--- config.mk ---
export PLATFORM = sky130hd
export DESIGN_NAME = spi_byte_receiver
export DESIGN_NICKNAME = d
export VERILOG_FILES = /design/src/rtl/spi_byte_receiver.sv
export SDC_FILE = /design/constraint.sdc
export NUM_CORES = 1
export LEC_CHECK = 0
export ABC_AREA = 1
export CAP_MARGIN = 20
export CORE_MARGIN = 2
export CORE_UTILIZATION = 50
export DETAILED_ROUTE_END_ITERATION = 16
export PLACE_DENSITY_LB_ADDON = 0.15
export SYNTH_ARGS = -nofsm -noshare
export SYNTH_HDL_FRONTEND = slang
export SYNTH_SLANG_ARGS = --single-unit
export TNS_END_PERCENT = 1
--- constraint.sdc ---
create_clock -name clk -period 1.9 [get_ports clk]
set_clock_uncertainty 0.1 [all_clocks]
set_input_delay 0.38 -clock clk [delete_from_list [all_inputs] [get_ports clk]]
set_output_delay 0.38 -clock clk [all_outputs]
set_load 0.02 [all_outputs]
--- src/rtl/spi_byte_receiver.sv ---
// -----------------------------------------------------------------------------
// spi_byte_receiver
//
// Receive side of the three-wire SPI link (forwarded clock, enable, data).
// The three SPI lines are oversampled in the local clk domain through
// synchronizer chains. Words arrive MSB first and are rebuilt from them. Each
// completed word is offered downstream on a valid/ready interface.
//
// Ports
//   clk        in   local system clock, rising edge
//   rst_n      in   asynchronous active-low reset
//   spi_clk    in   forwarded transmitter clock (asynchronous to clk)
//   spi_en     in   transmitter enable, high while a frame is in progress
//   spi_data   in   serial data, MSB first
//   out_data   out  last completed word
//   out_valid  out  out_data holds an unconsumed word
//   out_ready  in   downstream accepts on out_valid & out_ready
//   busy       out  high while a word is being shifted in
//   overrun    out  one-cycle pulse when a completed word is dropped
//   frame_err  out  one-cycle pulse when spi_en drops mid-word
// -----------------------------------------------------------------------------
module spi_byte_receiver #(
  parameter int DATA_W      = 8,
  parameter int SYNC_STAGES = 2
) (
  input  logic              clk,
  input  logic              rst_n,
  input  logic              spi_clk,
  input  logic              spi_en,
  input  logic              spi_data,
  output logic [DATA_W-1:0] out_data,
  output logic              out_valid,
  input  logic              out_ready,
  output logic              busy,
  output logic              overrun,
  output logic              frame_err
);

  localparam int CNT_W = $clog2(DATA_W + 1);

  typedef enum logic {
    IDLE  = 1'b0,
    SHIFT = 1'b1
  } state_e;

  logic [SYNC_STAGES-1:0] sclk_sync_q;
  logic [SYNC_STAGES-1:0] en_sync_q;
  logic [SYNC_STAGES-1:0] dat_sync_q;
  logic                   sclk_prev_q;

  logic sclk_s;
  logic en_s;
  logic dat_s;
  logic rise;

  state_e            state_q,     state_d;
  logic [CNT_W-1:0]  bit_cnt_q,   bit_cnt_d;
  logic [DATA_W-1:0] sr_q,        sr_d;
  logic [DATA_W-1:0] out_data_q,  out_data_d;
  logic              out_valid_q, out_valid_d;
  logic              overrun_q,   overrun_d;
  logic              frame_err_q, frame_err_d;

  logic              word_done;
  logic [DATA_W-1:0] sr_shifted;

  // Synchronizer chains: bit 0 is the first stage, the top bit is the synced copy.
  always_ff @(posedge clk or negedge rst_n) begin
    if (!rst_n) begin
      sclk_sync_q <= '0;
      en_sync_q   <= '0;
      dat_sync_q  <= '0;
      sclk_prev_q <= 1'b0;
    end else begin
      sclk_sync_q <= {sclk_sync_q[SYNC_STAGES-2:0], spi_clk};
      en_sync_q   <= {en_sync_q[SYNC_STAGES-2:0],   spi_en};
      dat_sync_q  <= {dat_sync_q[SYNC_STAGES-2:0],  spi_data};
      sclk_prev_q <= sclk_sync_q[SYNC_STAGES-1];
    end
  end

  assign sclk_s     = sclk_sync_q[SYNC_STAGES-1];
  assign en_s       = en_sync_q[SYNC_STAGES-1];
  assign dat_s      = dat_sync_q[SYNC_STAGES-1];
  assign rise       = sclk_s & ~sclk_prev_q;
  assign sr_shifted = {sr_q[DATA_W-2:0], dat_s};

  always_ff @(posedge clk or negedge rst_n) begin
    if (!rst_n) begin
      state_q     <= IDLE;
      bit_cnt_q   <= '0;
      sr_q        <= '0;
      out_data_q  <= '0;
      out_valid_q <= 1'b0;
      overrun_q   <= 1'b0;
      frame_err_q <= 1'b0;
    end else begin
      state_q     <= state_d;
      bit_cnt_q   <= bit_cnt_d;
      sr_q        <= sr_d;
      out_data_q  <= out_data_d;
      out_valid_q <= out_valid_d;
      overrun_q   <= overrun_d;
      frame_err_q <= frame_err_d;
    end
  end

  always_comb begin
    state_d     = state_q;
    bit_cnt_d   = bit_cnt_q;
    sr_d        = sr_q;
    out_data_d  = out_data_q;
    out_valid_d = out_valid_q;
    overrun_d   = 1'b0;
    frame_err_d = 1'b0;
    word_done   = 1'b0;

    case (state_q)
      IDLE: begin
        bit_cnt_d = '0;
        sr_d      = '0;
        if (rise && en_s) begin
          sr_d      = {{(DATA_W-1){1'b0}}, dat_s};
          bit_cnt_d = CNT_W'(1);
          state_d   = SHIFT;
        end
      end
      SHIFT: begin
        // Losing enable takes priority: a partial word is never delivered.
        if (!en_s) begin
          frame_err_d = 1'b1;
          sr_d        = '0;
          bit_cnt_d   = '0;
          state_d     = IDLE;
        end else if (rise) begin
          if (bit_cnt_q == CNT_W'(DATA_W - 1)) begin
            word_done = 1'b1;
            sr_d      = '0;
            bit_cnt_d = '0;
            state_d   = IDLE;
          end else begin
            sr_d      = sr_shifted;
            bit_cnt_d = bit_cnt_q + CNT_W'(1);
          end
        end
      end
      default: state_d = IDLE;
    endcase

    // Output stage: a completion can replace a word that is being consumed in
    // the same cycle; otherwise a held word wins and the new one is dropped.
    if (word_done) begin
      if (!out_valid_q || out_ready) begin
        out_data_d  = sr_shifted;
        out_valid_d = 1'b1;
      end else begin
        overrun_d = 1'b1;
      end
    end else if (out_valid_q && out_ready) begin
      out_valid_d = 1'b0;
    end
  end

  assign out_data  = out_data_q;
  assign out_valid = out_valid_q;
  assign busy      = (state_q == SHIFT);
  assign overrun   = overrun_q;
  assign frame_err = frame_err_q;

endmodule

# Word-level counts from Yosys, hierarchy flattened
# Cells that the tools add are included.
# W data, S select, Z words.
[classes]
addsub = 1
n_eq_ne = 3
n_mux = 26
bitwise_logic = 3
n_reduce_logical = 7
[op_table]
columns = ["operator", "count"]
rows = [
  ["$mux W7", 3],
  ["$mux W1", 17],
  ["$pmux W7 S2", 1],
  ["$mux W4", 3],
  ["$pmux W4 S2", 1],
  ["$add A4 B1 Y4 const B", 1],
  ["$eq A4 B3 Y1 const B", 1],
  ["$reduce_and A2 Y1", 2],
  ["$ne A3 B3 Y1 const B", 1],
  ["$logic_and A1 B1 Y1", 2],
  ["$ne A2 B1 Y1 const B", 1],
  ["$not A1 Y1", 2],
  ["$pmux W1 S2", 1],
  ["$reduce_bool A2 Y1", 1],
  ["$and A1 B1 Y1", 1],
  ["$logic_not A1 Y1", 1],
  ["$logic_or A1 B1 Y1", 1],
]
[word_totals]
reg_bits = 30
inputBits = 6
out_inout_bits = 12
elab_cells = 51

# Longest topological paths before layout
[depth]
depth_word = 7
depth_mapped = 7
mapped_depth_nobuf = 7

# Worst setup path after synthesis
# No wires, ideal clock.
[synth_path]
path_type = "register to register"
start = "reg bit_cnt_q[0]"
end = "reg out_data_q[0], in the netlist out_data[0]"
setup_time_ns = 0.117
t_arrival_ns = 1.009
required_time_ns = 1.683
setup_slack_ns = 0.674
path_stages_with_launch = 7
path_buffers = 0
period_less_slack_ns = 1.226
path_cell_list = "dfrtp_1 -> ha_1 -> nand3_4 -> clkinv_4 -> nand3_4 -> nand2_1 -> nand2_1"
[synth_between]
elab_chain_len = 6
[synth_rtl]
columns = ["item", "line_no", "rtl"]
rows = [
  ["from (decl)", "57", "logic [CNT_W-1:0] bit_cnt_q, bit_cnt_d;"],
  ["from (signal assigned)", "99", "bit_cnt_q <= bit_cnt_d;"],
  ["$eq A4 B3 Y1", "136", "if (bit_cnt_q == CNT_W'(DATA_W - 1)) begin"],
  ["$mux W1", "136", ""],
  ["$mux W1", "135", "end else if (rise) begin"],
  ["$mux W1", "130", "if (!en_s) begin"],
  ["$mux W1", "118", "case (state_q)"],
  ["$reduce_and A2 Y1 (no source line)", "--", ""],
  ["to (signal assigned)", "101", "out_data_q <= out_data_d;"],
  ["to (decl)", "59", "logic [DATA_W-1:0] out_data_q, out_data_d;"],
]
# No other way between the ends.
# A chain may end at the register's enable or synchronous reset.

# Worst setup path in the final report
[layout_path]
start = "reg out_data_q[0], in the netlist out_data[0]"
end = "out out_data[0]"
[layout_rtl]
columns = ["item", "line_no", "rtl"]
rows = [
  ["to (decl)", "31", "output logic [DATA_W-1:0] out_data,"],
]
# No word-level cell between the ends.

==> flow_summary.ini <==
[final_layout]
layout-drive-gt1-share = 0.1667
final-seq-area_um2 = 750.7
insertedDiodeCount = 0
finalNetCount = 150
layout_common_cells = nand2_1, dfrtp_1, clkdlybuf4s50_1, inv_1, nand4_1
fin_cells = 172
final_common_cell = nand2_1
nFillCells = 192
stdcell_area_mm2 = 0.001491
multi_input_area_um2 = 381.6
area_delta_synth_final_pct = 22.51

[timing]
hold_slack_ns = 0.2549
timing.final.hold_violations = 0
finalSetupViolCount = 0
drv_slew = 0
finalSetupTns_ns = 0
max_clock_freq_ghz = 0.5435
rsz0062_at_grt = false
min_period_over_period = 0.9684
period_needed_ns = 1.840
setup_slack_ns = 0.06007
maxSlewHeadroom = 0.7297
tightest_slew_ns = 0.4045

[yosys]
synth_xor_area_frac = 0
synth_adder_area_share = 0.01028
synthMuxAreaShare = 0
syn_area_mm2 = 0.001217
yosysUniqueCellTypes = 20
synth_seq_cells = 30
ys_seq_area_frac = 0.6166
synth_cells = 120
avgSynthCellArea_um2 = 10.15
synth_nets = 127
synth_warnings = 0
synth_top_family_by_area = simple AND/OR/NAND/NOR gates
yosys.area_share.simple = 0.2652
synth_compound_area_frac = 0.03803

[setup_path]
slowest_stage = clkdlybuf4s50_1
crit_arrival_ns = 1.36
worst_setup_path_end_kind = output pin
worstRegToRegCells = 6
crit_family = buffers and inverters
r2r-end = out_data[2]$_DFFE_PN0P_
crit_end = out_data[0]
worstPathCellList = clkdlybuf4s50_1
crit_start = out_data[0]$_DFFE_PN0P_
crit_type = register to output pin
critPathBufInv = 1
critPathMaxStageDelay_ns = 0.63
path_depth = 1
start_kind = register
crit_path_max_fanout = 2
required_ns = 1.42
reg2reg_slack_ns = 0.52
worst_r2r_startpoint = bit_cnt_q[0]$_DFFE_PN0P_

[die]
die_y_um = 53.35
die_w_um = 53.35
initial_core_util = 0.5400
rows = 17
die-area_mm2 = 0.002846
io_pins = 18
core_area_mm2 = 0.002255

[grt]
use_met2 = 0.2798
busiest_layer = met2
grt_max_degree = 31
grtUsageMet1 = 0.2371
grt_pass1_vias = 844
grt_overflow = 0
grt_pass1_wl_mm = 3.795
track_usage = 0.2018
grt_use_met3 = 0.1045
antenna_found_initial = 0

[power_and_ir_drop]
leakage_nw = 0.7245
ir_drop_mv = 0.6449
power.density_mw_per_mm2 = 855.1

[drt]
drtIter0Drc = 33
drc = 0
dr_total_vias = 874
firstDrtPassIters = 4
wirelength_mm = 2.165
wl_per_cell_um = 12.59
ant_nets = 0
avgViaCountPerCell = 5.081

[min_path]
hold_class = register to register

[placement]
placed_area_mm2 = 0.001414
placed_cells = 164
place_ws_ns = 0.1932
portBuffers = 17
place_congestion = 0.8313
hpwl_mm = 1.604

[clock_network]
hold_buffers = 0
clockBufferDepth = 2
cts_setup_buffers = 0
cts-root-buf = clkbuf_4
clk_pin_slew_worst_paths_ns = 0.09
htree_levels = 2
clk-insertion-delay-late_ns = 0.33
cts_tree = yes
cts.sinks = 30
cts-resized-gates = 0
numCtsBuffers = 5

[outcome]
outcome = completed

[job]
cap_violations = 0
## Yosys cell counts
library cell  instances  share of area
nand2_1              36           0.11
dfrtp_1              30           0.62
inv_1                12          0.037
nand4_1               9          0.046
nand3_1               5          0.021
o22ai_1               5          0.026
inv_2                 4          0.012
nand2_2               3          0.015
nand3_4               2          0.029
nor2_1                2         0.0062
nor2_2                2          0.010
o21ai_1               2         0.0082
a21oi_1               1         0.0041
buf_2                 1         0.0041
buf_6                 1         0.0092
clkinv_4              1         0.0072
ha_1                  1          0.010
nand2_4               1         0.0092
nand3_2               1         0.0082
nor2_4                1         0.0092
## state kept, by name, summed over array words and instances, names as in the netlist
signal       count
bit_cnt_q        4
busy             1
dat_sync_q       2
en_sync_q        2
frame_err        1
out_data         8
out_valid        1
overrun          1
sclk_prev_q      1
sclk_sync_q      2
sr_q             7
## through the flow
step | utilization | total power [mW]
CTS | 0.6615 | 1.287
finish | 0.6615 | 1.275
detailed placement | 0.6271 | 0.7981
global route | 0.6615 | 1.336
global placement | 0.6271 | 0.7937
floorplan | - | 0.7472
## worst min-delay path by stage
| stage | end | slack (ns) | cells after the start | from |
|---|---|---|---|---|
| after floorplan | bit_cnt_q[0]$_DFFE_PN0P_ | -0.02 | 0 | rst_n |
| after global placement | dat_sync_q[1]$_DFF_PN0_ | 0.23 | 0 | dat_sync_q[0]$_DFF_PN0_ |
| after detailed placement | sclk_sync_q[1]$_DFF_PN0_ | 0.24 | 0 | sclk_sync_q[0]$_DFF_PN0_ |
| after CTS | sclk_sync_q[1]$_DFF_PN0_ | 0.26 | 0 | sclk_sync_q[0]$_DFF_PN0_ |
| after global routing | dat_sync_q[1]$_DFF_PN0_ | 0.27 | 0 | dat_sync_q[0]$_DFF_PN0_ |
| final | sclk_sync_q[1]$_DFF_PN0_ | 0.25 | 0 | sclk_sync_q[0]$_DFF_PN0_ |
## layout make-up
type,count,area share
clock buffer,5,0.02517
timing repair buffer,18,0.1191
multi-input combinational,71,0.2559
inverter,17,0.04614
sequential,30,0.5034
clock inverter,3,0.02685
tap,28,0.02349
## routing by layer
metal	vias up	wire length, um
li1	432	-
met1	410	979
met2	25	982
met3	7	141
met4	0	61
met5	-	0
## report_power, final
part / switching (mW) / total (mW) / internal [mW]
Sequential: 0.0170 / 0.676 / 0.659
Clock: 0.219 / 0.492 / 0.272
Combinational: 0.0671 / 0.107 / 0.0402
Total: 0.303 / 1.28 / 0.972
## logic make-up after synthesis
family	count (synthesis)
AOI/OAI and AO/OA	8
adders and majority gates	1
buffers and inverters	19
DFF	30
and+or+nand+nor	62
Note: power is estimated with default switching activity, not from simulation.
